===== config.mk =====
export PLATFORM = sky130hd
export DESIGN_NAME = flag_branch_unit
export DESIGN_NICKNAME = d
export VERILOG_FILES = /design/src/rtl/flag_branch_pkg.sv /design/src/rtl/flag_cond_eval.sv /design/src/rtl/flag_branch_unit.sv
export SDC_FILE = /design/constraint.sdc
export NUM_CORES = 1
export LEC_CHECK = 0
export ABC_AREA = 1
export CORE_AREA = 2 2 122 124
export CTS_CLUSTER_SIZE = 28
export DETAILED_ROUTE_END_ITERATION = 6
export DIE_AREA = 0 0 124 126
export PLACE_DENSITY_LB_ADDON = 0.25
export SLEW_MARGIN = 20
export SYNTH_ARGS = -nofsm -noshare
export SYNTH_HDL_FRONTEND = slang
export SYNTH_SLANG_ARGS = --single-unit

===== constraint.sdc =====
create_clock -name clk -period 2.2 [get_ports clk]
set_input_delay 0.44 -clock clk [delete_from_list [all_inputs] [get_ports clk]]
set_output_delay 0.44 -clock clk [all_outputs]
set_load 0.005 [all_outputs]

===== src/rtl/flag_branch_pkg.sv =====
// Shared definitions for the flag branch unit: condition codes, FSM states, counter width.
package flag_branch_pkg;

   localparam int PEND_W_DEF = 3;

   localparam logic [3:0] COND_NEVER  = 4'd0;
   localparam logic [3:0] COND_ALWAYS = 4'd1;
   localparam logic [3:0] COND_EQ     = 4'd2;
   localparam logic [3:0] COND_NE     = 4'd3;
   localparam logic [3:0] COND_LT     = 4'd4;
   localparam logic [3:0] COND_GE     = 4'd5;
   localparam logic [3:0] COND_CS     = 4'd6;
   localparam logic [3:0] COND_CC     = 4'd7;
   localparam logic [3:0] COND_LE     = 4'd8;
   localparam logic [3:0] COND_GT     = 4'd9;

   typedef enum logic [1:0] {
      ST_IDLE    = 2'd0,
      ST_WAIT    = 2'd1,
      ST_RESOLVE = 2'd2
   } state_t;

   // NEVER, ALWAYS and the reserved codes resolve without looking at any flag.
   function automatic logic cond_uses_flags(input logic [3:0] cond);
      return (cond >= COND_EQ) && (cond <= COND_GT);
   endfunction

endpackage


===== src/rtl/flag_cond_eval.sv =====
// Combinational condition evaluator: maps a condition code and z/s/c flags to taken.
module flag_cond_eval
   import flag_branch_pkg::*;
(
   input  logic [3:0] cond,
   input  logic       z,
   input  logic       s,
   input  logic       c,
   output logic       taken
);

   always_comb begin
      taken = 1'b0;
      case (cond)
         COND_ALWAYS: taken = 1'b1;
         COND_EQ:     taken = z;
         COND_NE:     taken = !z;
         COND_LT:     taken = s;
         COND_GE:     taken = !s;
         COND_CS:     taken = c;
         COND_CC:     taken = !c;
         COND_LE:     taken = z | s;
         COND_GT:     taken = !z & !s;
         default:     taken = 1'b0;
      endcase
   end

endmodule


===== src/rtl/flag_branch_unit.sv =====
// Conditional-branch resolver that stalls until all older flag writers have committed.
// Build option FLAG_BYPASS_EN: resolve in the final commit cycle using the raw ALU flags.
module flag_branch_unit
   import flag_branch_pkg::*;
#(
   parameter int PEND_W = PEND_W_DEF,
   parameter int ADDR_W = 32
) (
   input  logic              clk,
   input  logic              clrn,
   input  logic              br_valid,
   output logic              br_ready,
   input  logic [3:0]        br_cond,
   input  logic [ADDR_W-1:0] br_target,
   input  logic [ADDR_W-1:0] br_pc4,
   input  logic              fw_issue,
   input  logic              fw_commit,
   input  logic              dzf,
   input  logic              dsf,
   input  logic              dcf,
   input  logic              zf,
   input  logic              sf,
   input  logic              cf,
   output logic              res_valid,
   output logic              res_taken,
   output logic [ADDR_W-1:0] pc_next,
   output logic              pend_ovf
);

   localparam logic [PEND_W-1:0] PEND_MAX = '1;

   state_t              state, state_nxt;
   logic [PEND_W-1:0]   pend, pend_nxt;
   logic                ovf_set;
   logic [3:0]          lat_cond;
   logic [ADDR_W-1:0]   lat_target, lat_pc4;
   logic [3:0]          eval_cond;
   logic [ADDR_W-1:0]   eval_target, eval_pc4;
   logic                flags_ready, resolve_go, taken_eval;
   logic                flag_z, flag_s, flag_c;
   logic                load_req, load_res;

   always_comb begin
      pend_nxt = pend;
      ovf_set  = 1'b0;
      if (fw_issue && !fw_commit) begin
         if (pend == PEND_MAX) ovf_set  = 1'b1;
         else                  pend_nxt = pend + 1'b1;
      end else if (fw_commit && !fw_issue && pend != '0) begin
         pend_nxt = pend - 1'b1;
      end
   end

`ifdef FLAG_BYPASS_EN
   assign flags_ready = (pend_nxt == '0);
   assign flag_z = fw_commit ? zf : dzf;
   assign flag_s = fw_commit ? sf : dsf;
   assign flag_c = fw_commit ? cf : dcf;
`else
   // An issue in the accept cycle is older than the branch, so it must also block.
   assign flags_ready = (pend == '0) && ((state != ST_IDLE) || (pend_nxt == '0));
   assign flag_z = dzf;
   assign flag_s = dsf;
   assign flag_c = dcf;
   logic unused_raw_flags;
   assign unused_raw_flags = ^{zf, sf, cf};
`endif

   assign eval_cond   = (state == ST_IDLE) ? br_cond   : lat_cond;
   assign eval_target = (state == ST_IDLE) ? br_target : lat_target;
   assign eval_pc4    = (state == ST_IDLE) ? br_pc4    : lat_pc4;
   assign resolve_go  = cond_uses_flags(eval_cond) ? flags_ready : 1'b1;

   flag_cond_eval u_cond_eval (
      .cond  (eval_cond),
      .z     (flag_z),
      .s     (flag_s),
      .c     (flag_c),
      .taken (taken_eval)
   );

   always_ff @(posedge clk or negedge clrn) begin
      if (!clrn) state <= ST_IDLE;
      else       state <= state_nxt;
   end

   always_comb begin
      state_nxt = state;
      case (state)
         ST_IDLE:    if (br_valid) state_nxt = resolve_go ? ST_RESOLVE : ST_WAIT;
         ST_WAIT:    if (resolve_go) state_nxt = ST_RESOLVE;
         ST_RESOLVE: state_nxt = ST_IDLE;
         default:    state_nxt = ST_IDLE;
      endcase
   end

   always_comb begin
      br_ready  = (state == ST_IDLE);
      res_valid = (state == ST_RESOLVE);
      load_req  = (state == ST_IDLE) && br_valid;
      load_res  = (state != ST_RESOLVE) && (state_nxt == ST_RESOLVE);
   end

   always_ff @(posedge clk or negedge clrn) begin
      if (!clrn) begin
         pend     <= '0;
         pend_ovf <= 1'b0;
      end else begin
         pend <= pend_nxt;
         if (ovf_set) pend_ovf <= 1'b1;
      end
   end

   always_ff @(posedge clk or negedge clrn) begin
      if (!clrn) begin
         lat_cond   <= COND_NEVER;
         lat_target <= '0;
         lat_pc4    <= '0;
      end else if (load_req) begin
         lat_cond   <= br_cond;
         lat_target <= br_target;
         lat_pc4    <= br_pc4;
      end
   end

   // Result registers hold between resolves so fetch may sample them late.
   always_ff @(posedge clk or negedge clrn) begin
      if (!clrn) begin
         res_taken <= 1'b0;
         pc_next   <= '0;
      end else if (load_res) begin
         res_taken <= taken_eval;
         pc_next   <= taken_eval ? eval_target : eval_pc4;
      end
   end

endmodule

==> results of run 1 <==
layer usage:
metal	share of wire, %	vias up	wire, um
li1	-	2521	-
met1	47	2309	6610
met2	48	92	6770
met3	3.9	17	557
met4	1.9	0	270
met5	0	-	0
state kept, by name, indices dropped and copies added, names as in the netlist:
signal,flops
state,2
pend_ovf,1
res_taken,1
lat_cond,4
lat_pc4,32
pend,3
lat_target,32
pc_next,32
power by group through the flow:
stage / logic (mW) / clock network [mW] / registers, mW
6_report: 6.61 / 1.81 / 3.40
3_5_place_dp: 6.31 / 0 / 3.43
4_1_cts: 6.35 / 1.86 / 3.40
5_1_grt: 7.46 / 1.93 / 3.53
3_3_place_gp: 6.24 / 0 / 3.41
2_1_floorplan: 4.14 / 0 / 3.36
cell families after synthesis:
group | synth area share, %
AOI/OAI and AO/OA | 5.84
DFF | 47.7
buffers and inverters | 6.76
adders and majority gates | 0.669
and+or+nand+nor | 30.8
muxes | 8.23
worst max-delay path, delay by kind of cell (launching register included):
| family | cells | cell delay (ns) |
|---|---|---|
| buffers and inverters | 2 | 0.69 |
| flip-flops | 1 | 0.44 |
| AND/OR/NAND/NOR | 1 | 0.16 |
repair_timing:
item | CTS | global route
resized for setup | 0 | 11
setup endpoints to repair | 1 | 34
pin swaps | 1 | 3
cloned | 0 | 2
setup buffers | 1 | 6
cells in the final DEF (no fill, tap or decap):
cell / instances
nand2_1: 362
clkdlybuf4s50_1: 110
dfrtp_1: 106
o21ai_0: 52
mux2_2: 41
inv_1: 40
nand4_1: 33
buf_4: 25
clkbuf_16: 11
buf_12: 11
nand3_1: 7
nor2_1: 6
nand2_2: 5
nand3_2: 4
inv_2: 4
inv_6: 4
o21ai_2: 3
ha_1: 3
nor2_4: 2
a21oi_1: 2
o21ai_1: 2
nand2_4: 2
bufinv_16: 2
nor2_2: 1
a21oi_2: 1
a21oi_4: 1
nand4_2: 1
clkinvlp_4: 1
buf_6: 1
dfrtp_2: 1
worst paths after layout:
path | from | to | cells past startpoint
setup / recovery | state[0] | br_ready | 3
hold / removal | clrn | lat_pc4[6] | 1
setup reg to reg | pend[1] | pc_next[1] | 15
hold reg to reg | pend_ovf | pend_ovf | 2
max in group asynchronous | clrn | lat_target[27] | 2
min in group clk | pend_ovf | pend_ovf | 2
cell type report:
cell class	instances	area [sq um]	area share (%)
Inverter	44	165	2.18
Multi-Input combinational cell	528	2590	34.2
Timing Repair Buffer	149	1570	20.8
Clock inverter	7	103	1.36
Tap cell	184	230	3.04
Clock buffer	9	225	2.98
Sequential cell	107	2680	35.4
==> impl_metrics.tcl, run 1 <==
set metrics [dict create \
    status "completed" \
    ir_worst_vdd_uv 724 \
    clkPwrFrac_pct 15.3 \
    dieWidth_um 124 \
    combinationalPowerShare_pct 55.9 \
    drive_gt1_share_pct 14.3 \
    stdcell_count 1028 \
    max_stage_delay_ns 0.51 \
    synth_area_sq_um 5610 \
    start_util_pct 39.2 \
    power.switching_mw 4.88 \
    setup_tns_ns 0 \
    grt_max_degree 89 \
    worst_setup_path_start_kind "register" \
    cts-root-buf "clkbuf_16" \
    power.internal_mw 6.95 \
    coreArea_sq_um 14300 \
    area_growth_pct 34.8 \
    busiest_layer "met2" \
    postCtsHoldBufs 0 \
    route.detailed.drc 0 \
    grt_pass1_wl_um 22600 \
    yosysMostFrequentCell "nand2_1" \
    synth_edf_count 0 \
    yosys-top-cells-area "dfrtp_1, nand2_1, mux2_2" \
    via_count 4939 \
    antenna_found_initial 0 \
    final_util_pct 52.8 \
    synth_top_area_share_pct 47.7 \
    clock_sinks 107 \
    cts_buffers 9 \
    clockBufferDepth 2 \
    gp_congestion 0.773 \
    final.min_clock_period_ns 2.10 \
    fmax_mhz 477 \
    use_met2_pct 30.0 \
    drv_cap 0 \
    syn_nets 803 \
    swShare_pct 41.3 \
    grt_usage_pct 18.5 \
    stdcell_area_sq_um 7560 \
    synth_cells 721 \
    drtAntennaViolNets 0 \
    seqPwrFrac_pct 28.8 \
    synth_warnings 0 \
    cts.clk_slew.worst_paths_ns 0.07 \
    crit_required_ns 1.76 \
    grt_use_met1_pct 24.8 \
    port_buffers 111 \
    setup_viol 0 \
    die-area_sq_um 15600 \
    rows 44 \
    avgSynthCellArea_sq_um 7.78 \
    grt_util_met3_pct 2.72 \
    n_antenna_cell 0 \
    wl_per_cell_um 13.8 \
    worstSkewPairLatency_ns 0.36 \
    die_h_um 126 \
    rrSetupSlack_ns 0.17 \
    skew_ns 0.0109 \
    synthTopCellsByCount "nand2_1, dfrtp_1, o21ai_0, mux2_2, inv_1" \
    dr.first_iter.drc_count 335 \
    synth_top_cell_by_area "dfrtp_1" \
    hold_class "in2async" \
    crit_path_cell_trace "nor2_4, buf_12, clkdlybuf4s50_1" \
    cts_tree "done" \
    routed_wl_um 14200 \
    fillers 1364 \
    critical_path_arrival_ns 1.66 \
    ys_seq_area_share_pct 47.7 \
    synth_ff_type "dfrtp_1" \
    power.leakage_nw 3.80 \
    criticalPathCategory "reg2out" \
    power.total_mw 11.8 \
    holdWs_ns 0.0494 \
    fin_crit_sh_pct 95.2 \
    path_max_fanout 21 \
    vias_per_cell 4.80 \
    place_hpwl_um 9270 \
    powerDensity_nw_per_um2 1560 \
    ioPinCount 115 \
    fin_ws_ns 0.105 \
    max_slew_margin_pct 66.9 \
    ys_ff_latch 107 \
    cts_max_level 3 \
    pre_cts_slack_ns -0.198 \
    grt_overflow_total 0 \
    yosys.cell_types.count 25 \
    final_max_slew_viol_count 0 \
    num-nets-final 921 \
    dr.pass1.iters 5 \
    tightest_slew_ns 0.496 \
    finalHoldViolations 0 \
    grt_pass1_vias 4605 \
    place_area_sq_um 7080 \
    end_kind "output port" \
    cp_slowest_cell "clkdlybuf4s50_1" \
    async_flop_share_pct 100 \
    dp.cells 1003 \
]
No activity file was read; power rests on OpenSTA's default activity.
==> run 2, diff against run 1 <==
- CORE_AREA: 2 2 122 124 -> 2 2 106 108
- DIE_AREA: 0 0 124 126 -> 0 0 108 110
- SKIP_LAST_GASP: default -> 1
- SYNTH_HIERARCHICAL: default -> 1
==> run 2 against run 1 <==
Against the previous run:
- the run now ends with negative setup slack left
- combinational power increased by 13%
- critical path depth increased by 13
- clock power decreased by 25%
- cell count decreased by 12%
- core utilization increased by 15 points
- flip-flop and latch count unchanged
- critical path type is now reg2reg
==> impl_metrics.tcl, run 2 <==
set metrics [dict create \
    status "complete, but fails checks" \
    violations "negative setup slack" \
    max_slew_margin_pct 59.8 \
    async_flop_share_pct 100 \
    grt_pass1_wl_um 22100 \
    stdcell_area_sq_um 7280 \
    coreArea_sq_um 10700 \
    wl_per_cell_um 15.6 \
    n_antenna_cell 0 \
    cp_slowest_cell "dfrtp_1" \
    start_util_pct 49.9 \
    route.detailed.drc 0 \
    grt_pass1_vias 4777 \
    final.min_clock_period_ns 2.34 \
    cts_tree "done" \
    cts.clk_slew.worst_paths_ns 0.11 \
    worst_setup_path_start_kind "register" \
    dieWidth_um 108 \
    cts-root-buf "clkbuf_8" \
    max_stage_delay_ns 0.42 \
    crit_top_cell "nor2_4" \
    power.leakage_nw 3.37 \
    synth_ff_type "dfrtp_1" \
    clockBufferDepth 2 \
    yosysMostFrequentCell "o21ai_0" \
    die_h_um 110 \
    ys_ff_latch 107 \
    drv_cap 0 \
    critical_path_arrival_ns 2.60 \
    fin_crit_sh_pct 106 \
    port_buffers 111 \
    gp_congestion 0.800 \
    crit_required_ns 2.46 \
    fillers 868 \
    syn_nets 728 \
    drive_gt1_share_pct 16.7 \
    crit_path_cell_trace "nor2_4, buf_12, clkinv_8, o21ai_4, inv_2, nor2_4, nand3_2, nand2_2, nor2_4, nand3_4, buf_12, a21oi_1, o21ai_0, o21ai_0, nand3_1, nand2_1" \
    synth_top_area_share_pct 50.1 \
    final_util_pct 68.0 \
    synth_cells 646 \
    antenna_found_initial 0 \
    synth_area_sq_um 5340 \
    criticalPathCategory "reg2reg" \
    final_max_slew_viol_count 0 \
    synth_warnings 6 \
    cts_buffers 9 \
    via_count 4940 \
    synthTopCellsByCount "o21ai_0, nand2_1, dfrtp_1, inv_1, nand3_1" \
    finalHoldViolations 0 \
    drtAntennaViolNets 0 \
    setup_tns_ns -3.18 \
    reg_top3 "lat_pc4: 32 flops, lat_target: 32 flops, pc_next: 32 flops" \
    end_kind "register" \
    ir_worst_vdd_uv 1060 \
    r2r_start "state[1]" \
    grt_usage_pct 23.6 \
    dr.pass1.iters 5 \
    place_area_sq_um 6690 \
    vias_per_cell 5.46 \
    powerDensity_nw_per_um2 1690 \
    clock_sinks 107 \
    final_common_cell "nand2_1" \
    final_cell_mix "nand2_1, clkdlybuf4s50_1, o21ai_0" \
    rows 38 \
    setup_viol 35 \
    dr.first_iter.drc_count 295 \
    worstSkewPairLatency_ns 0.36 \
    synth_edf_count 0 \
    power.total_mw 12.3 \
    yosys-top-cells-area "dfrtp_1, o21ai_0, nand2_1" \
    ioPinCount 115 \
    place_hpwl_um 9080 \
    cp_num_buf_inv 4 \
    grt_overflow_total 0 \
    ys_seq_area_share_pct 50.1 \
    hold_class "in2async" \
    tightest_slew_ns 0.603 \
    num-nets-final 842 \
    synth_top_cell_by_area "dfrtp_1" \
    grt_max_degree 63 \
    cts_max_level 3 \
    die-area_sq_um 11900 \
    avgSynthCellArea_sq_um 8.27 \
    fin_ws_ns -0.143 \
    cpLargestDelayFamily "simple AND/OR/NAND/NOR gates" \
    path_max_fanout 38 \
    routed_wl_um 14100 \
    postCtsHoldBufs 0 \
    rrSetupSlack_ns -0.14 \
    skew_ns 0.0110 \
    rsz0062_at_grt "yes" \
    yosys.cell_types.count 24 \
    reg2reg_to "pc_next[23]" \
    fmax_mhz 427 \
    reg2regPathDepth 16 \
    area_growth_pct 36.3 \
]
## run 2: cell types whose count changed in the layout (fill, tap and decap cells not counted), moves of 14 or more
cell	delta
a21oi_1	+28
inv_1	+14
nand2_1	-239
nand3_1	+31
nand4_1	-33
nor2_1	+32
o21ai_0	+57
o21ai_1	+20
## run 2: kinds of logic (layout without fill, tap and decap cells)
| group | count (synthesis) | in the layout | synth area share, % |
|---|---|---|---|
| flops | 107 | 107 | 50.1 |
| mux | 32 | 32 | 6.75 |
| xor+xnor | 1 | 1 | 0.164 |
| buf+inv | 103 | 222 | 8.15 |
| simple gates | 228 | 228 | 17.8 |
| compound gates | 172 | 172 | 16.3 |
| fa+ha+maj | 3 | 3 | 0.703 |
## run 2: cell type report
| class | count | area [sq um] | share of cell area [%] |
|---|---|---|---|
| sequential | 107 | 2680 | 36.8 |
| multi-input combinational | 436 | 2400 | 33.0 |
| timing repair buffer | 144 | 1550 | 21.3 |
| inverter | 62 | 250 | 3.44 |
| tap | 140 | 175 | 2.41 |
| clock buffer | 9 | 124 | 1.70 |
| clock inverter | 7 | 98.8 | 1.36 |
## run 2: timing repair
item | in CTS | in global routing
resized for setup | 20 | 58
setup buffers | 5 | 3
gates cloned | 1 | 2
hold endpoints to repair | 0 | 0
pin swaps | 2 | 14
endpoints found under the setup margin | 33 | 33
## run 2: worst max path at each step
stage                     startpoint     endpoint  slack, ns  depth (start not counted)
after global routing        state[1]  pc_next[30]      -0.31                         18
after detailed placement  br_cond[3]   pc_next[3]      -0.46                         14
after global placement    br_cond[1]   pc_next[3]      -0.26                         15
after floorplan             state[0]  pc_next[28]      -0.03                         16
final                       state[1]  pc_next[23]      -0.14                         16
after CTS                   state[1]  pc_next[27]      -0.05                         17
## run 2: where the power goes
group | total (mW) | switching (mW) | leakage [nW] | internal, mW
Combinational | 7.49 | 4.03 | 1.96 | 3.46
Clock | 1.36 | 0.707 | 0.110 | 0.650
Sequential | 3.45 | 0.510 | 1.30 | 2.94
Total | 12.3 | 5.25 | 3.37 | 7.05
## run 2: worst reg2reg max path, delay by kind of cell, from the launching register on
family                 cells  cell delay [ns]
DFF                        1             0.42
and+or+nand+nor            8             0.79
AOI/OAI and AO/OA          4             0.52
buffers and inverters      4             0.49
## run 2: layer usage
layer / wire, um / track usage (%)
met1: 5810 / 29.8
met2: 7070 / 42.0
met3: 861 / 2.70
met4: 372 / 8.88
met5: 0 / 0
## run 2: metrics by stage
step                      setup slack [ns]  hold slack (ns)  cells
final                               -0.143           0.0663    905
after global routing                -0.306           0.0892    905
after CTS                          -0.0526           0.0729    900
after detailed placement            -0.461            0.458    878
after global placement              -0.259            0.451    878
after floorplan                    -0.0333            0.144    646
==> run 3, diff against run 2 <==
- ABC_AREA: 1 -> 0
- CORE_AREA: 2 2 106 108 -> 2 2 104 106
- DIE_AREA: 0 0 108 110 -> 0 0 106 108
==> run 3 against run 2 <==
Against the previous run:
- the run still ends with negative setup slack left
- sequential share of layout area increased by 1.8 points
- setup slack worse by 0.29 ns
- via count is 35% lower
- hold slack worse by 0.0089 ns
- critical path type unchanged
- critical endpoint is now pc_next[26]
- largest cell class unchanged
==> impl_metrics.tcl, run 3 <==
set metrics [dict create \
    antenna_found_initial 0 \
    async_flop_share_pct 100 \
    fmax_mhz 379 \
    cts_max_level 3 \
    synth_compound_area_share_pct 2.57 \
    cpLargestDelayFamily "multiplexers" \
    drv_cap 0 \
    clock_sinks 107 \
    powerDensity_nw_per_um2 1570 \
    crit_required_ns 2.45 \
    fin_crit_sh_pct 120 \
    synth_top_family_by_area "multiplexers" \
    violations "negative setup slack" \
    power.leakage_nw 2.86 \
    gp_congestion 0.797 \
    fin_ws_ns -0.437 \
    synth_warnings 6 \
    port_buffers 111 \
    route.detailed.drc 0 \
    synthAdderAreaFrac_pct 0.742 \
    end_kind "register" \
    max_slew_margin_pct 63.8 \
    drtAntennaViolNets 0 \
    synth_xor_area_share_pct 0.692 \
    max_stage_delay_ns 0.43 \
    place_hpwl_um 7570 \
    path_max_fanout 14 \
    area_growth_pct 37.0 \
    synthMuxAreaShare_pct 37.8 \
    n_antenna_cell 0 \
    final.min_clock_period_ns 2.64 \
    rows 37 \
    grt_usage_pct 20.0 \
    die-area_sq_um 11400 \
    r2r_start "state[0]" \
    finalHoldViolations 0 \
    coreArea_sq_um 10200 \
    worst_setup_path_start_kind "register" \
    synth_ff_type "dfrtp_1" \
    routed_wl_um 10400 \
    yosysMostFrequentCell "dfrtp_1" \
    grt_overflow_total 0 \
    syn_nets 401 \
    cts-root-buf "clkbuf_8" \
    cts_tree "done" \
    synth_cells 319 \
    final_max_slew_viol_count 0 \
    final_common_cell "clkdlybuf4s50_1" \
    avgSynthCellArea_sq_um 15.9 \
    tightest_slew_ns 0.544 \
    final_cell_mix "clkdlybuf4s50_1, dfrtp_1, mux2_2" \
    criticalPathCategory "reg2reg" \
    reg_top3 "lat_pc4: 32 flops, lat_target: 32 flops, pc_next: 32 flops" \
    synthSimpleGateAreaFrac_pct 2.92 \
    ioPinCount 115 \
    synth_top_area_share_pct 52.9 \
    via_count 3210 \
    ir_worst_vdd_uv 775 \
    skew_ns 0.0119 \
    clockBufferDepth 2 \
    grt_max_degree 42 \
    critical_path_arrival_ns 2.89 \
    reg2regPathDepth 9 \
    setup_viol 33 \
    num-nets-final 544 \
    synth_area_sq_um 5060 \
    drive_gt1_share_pct 43.7 \
    start_util_pct 49.5 \
    hold_class "in2async" \
    cp_slowest_cell "dfrtp_1" \
    crit_top_cell "mux2_4" \
    synth_top_cell_by_area "dfrtp_1" \
    synth_edf_count 0 \
    grt_pass1_vias 3605 \
    reg2reg_to "pc_next[26]" \
    grt_pass1_wl_um 17700 \
    wl_per_cell_um 17.3 \
    ys_seq_area_share_pct 52.9 \
    crit_path_cell_trace "nor2_4, buf_6, mux2_4, and4bb_1, a311oi_2, o32ai_4, buf_12, mux4_2, mux2_4" \
    synthTopCellsByCount "dfrtp_1, mux2_2, mux4_2, buf_1, nor2_1" \
    vias_per_cell 5.32 \
    dieWidth_um 106 \
    yosys-top-cells-area "dfrtp_1, mux2_2, mux4_2" \
    dr.first_iter.drc_count 90 \
    yosys.cell_types.count 34 \
    dr.pass1.iters 4 \
    cp.depth 9 \
    rrSetupSlack_ns -0.44 \
    pre_cts_slack_ns -0.655 \
    holdWs_ns 0.0574 \
    status "complete, but fails checks" \
    cp_num_buf_inv 2 \
    cts.clk_slew.worst_paths_ns 0.11 \
    cts_buffers 9 \
    worstSkewPairLatency_ns 0.36 \
    rsz0062_at_grt "yes" \
    die_h_um 108 \
    ys_ff_latch 107 \
]
==> run 3: worst max-delay path by stage <==
| stage | startpoint | endpoint | slack (ns) |
|---|---|---|---|
| floorplan | state[1] | pc_next[0] | -0.53 |
| global placement | br_cond[1] | pc_next[26] | -0.56 |
| detailed placement | br_cond[1] | pc_next[26] | -0.66 |
| CTS | state[0] | pc_next[26] | -0.44 |
| global route | state[0] | pc_next[25] | -0.52 |
| finish | state[0] | pc_next[26] | -0.44 |
==> run 3: stage by stage <==
step | util [%] | cells | area [sq um] | setup TNS (ns) | power, mW
after floorplan | - | 319 | 5140 | -16.76 | 7.48
final | 67.8 | 603 | 6930 | -13.02 | 10.9
after global routing | 67.8 | 603 | 6930 | -15.98 | 11.6
after detailed placement | 64.9 | 583 | 6640 | -20.48 | 9.52
after global placement | 64.9 | 583 | 6640 | -17.98 | 9.25
after CTS | 67.6 | 602 | 6920 | -13.25 | 11.0
==> run 3: cell type report <==
cell class	instances	area, sq um
timing repair buffer	151	1510
multi-input combinational	188	2340
clock buffer	10	138
fill	739	3300
inverter	5	18.8
sequential	107	2680
tap	136	170
clock inverter	6	70.1
==> run 3: routing by layer <==
metal	wire, um	global-route usage, %	vias up
met1	4420	25.2	1651
li1	-	-	1485
met2	5530	35.4	67
met5	0	0	-
met4	59	5.55	0
met3	438	4.28	7
==> run 3: cell families after synthesis <==
logic type / after synthesis
adders and majority gates: 3
muxes: 138
xor gates and xnor gates: 4
and+or+nand+nor: 26
DFF: 107
buffers and inverters: 24
AOI/OAI and AO/OA: 17
==> run 3: where the power goes <==
group | internal (mW) | switching [mW]
Combinational | 3.97 | 2.11
Sequential | 3.00 | 0.524
Clock | 0.571 | 0.695
Total | 7.54 | 3.33
==> run 3: repair_timing <==
| action | CTS | global route |
|---|---|---|
| setup endpoints to repair | 35 | 35 |
| gates resized for setup | 13 | 2 |
| setup buffers | 3 | 1 |
| cloned | 0 | 0 |
| hold buffers | 0 | 0 |
| pin swaps | 1 | 1 |
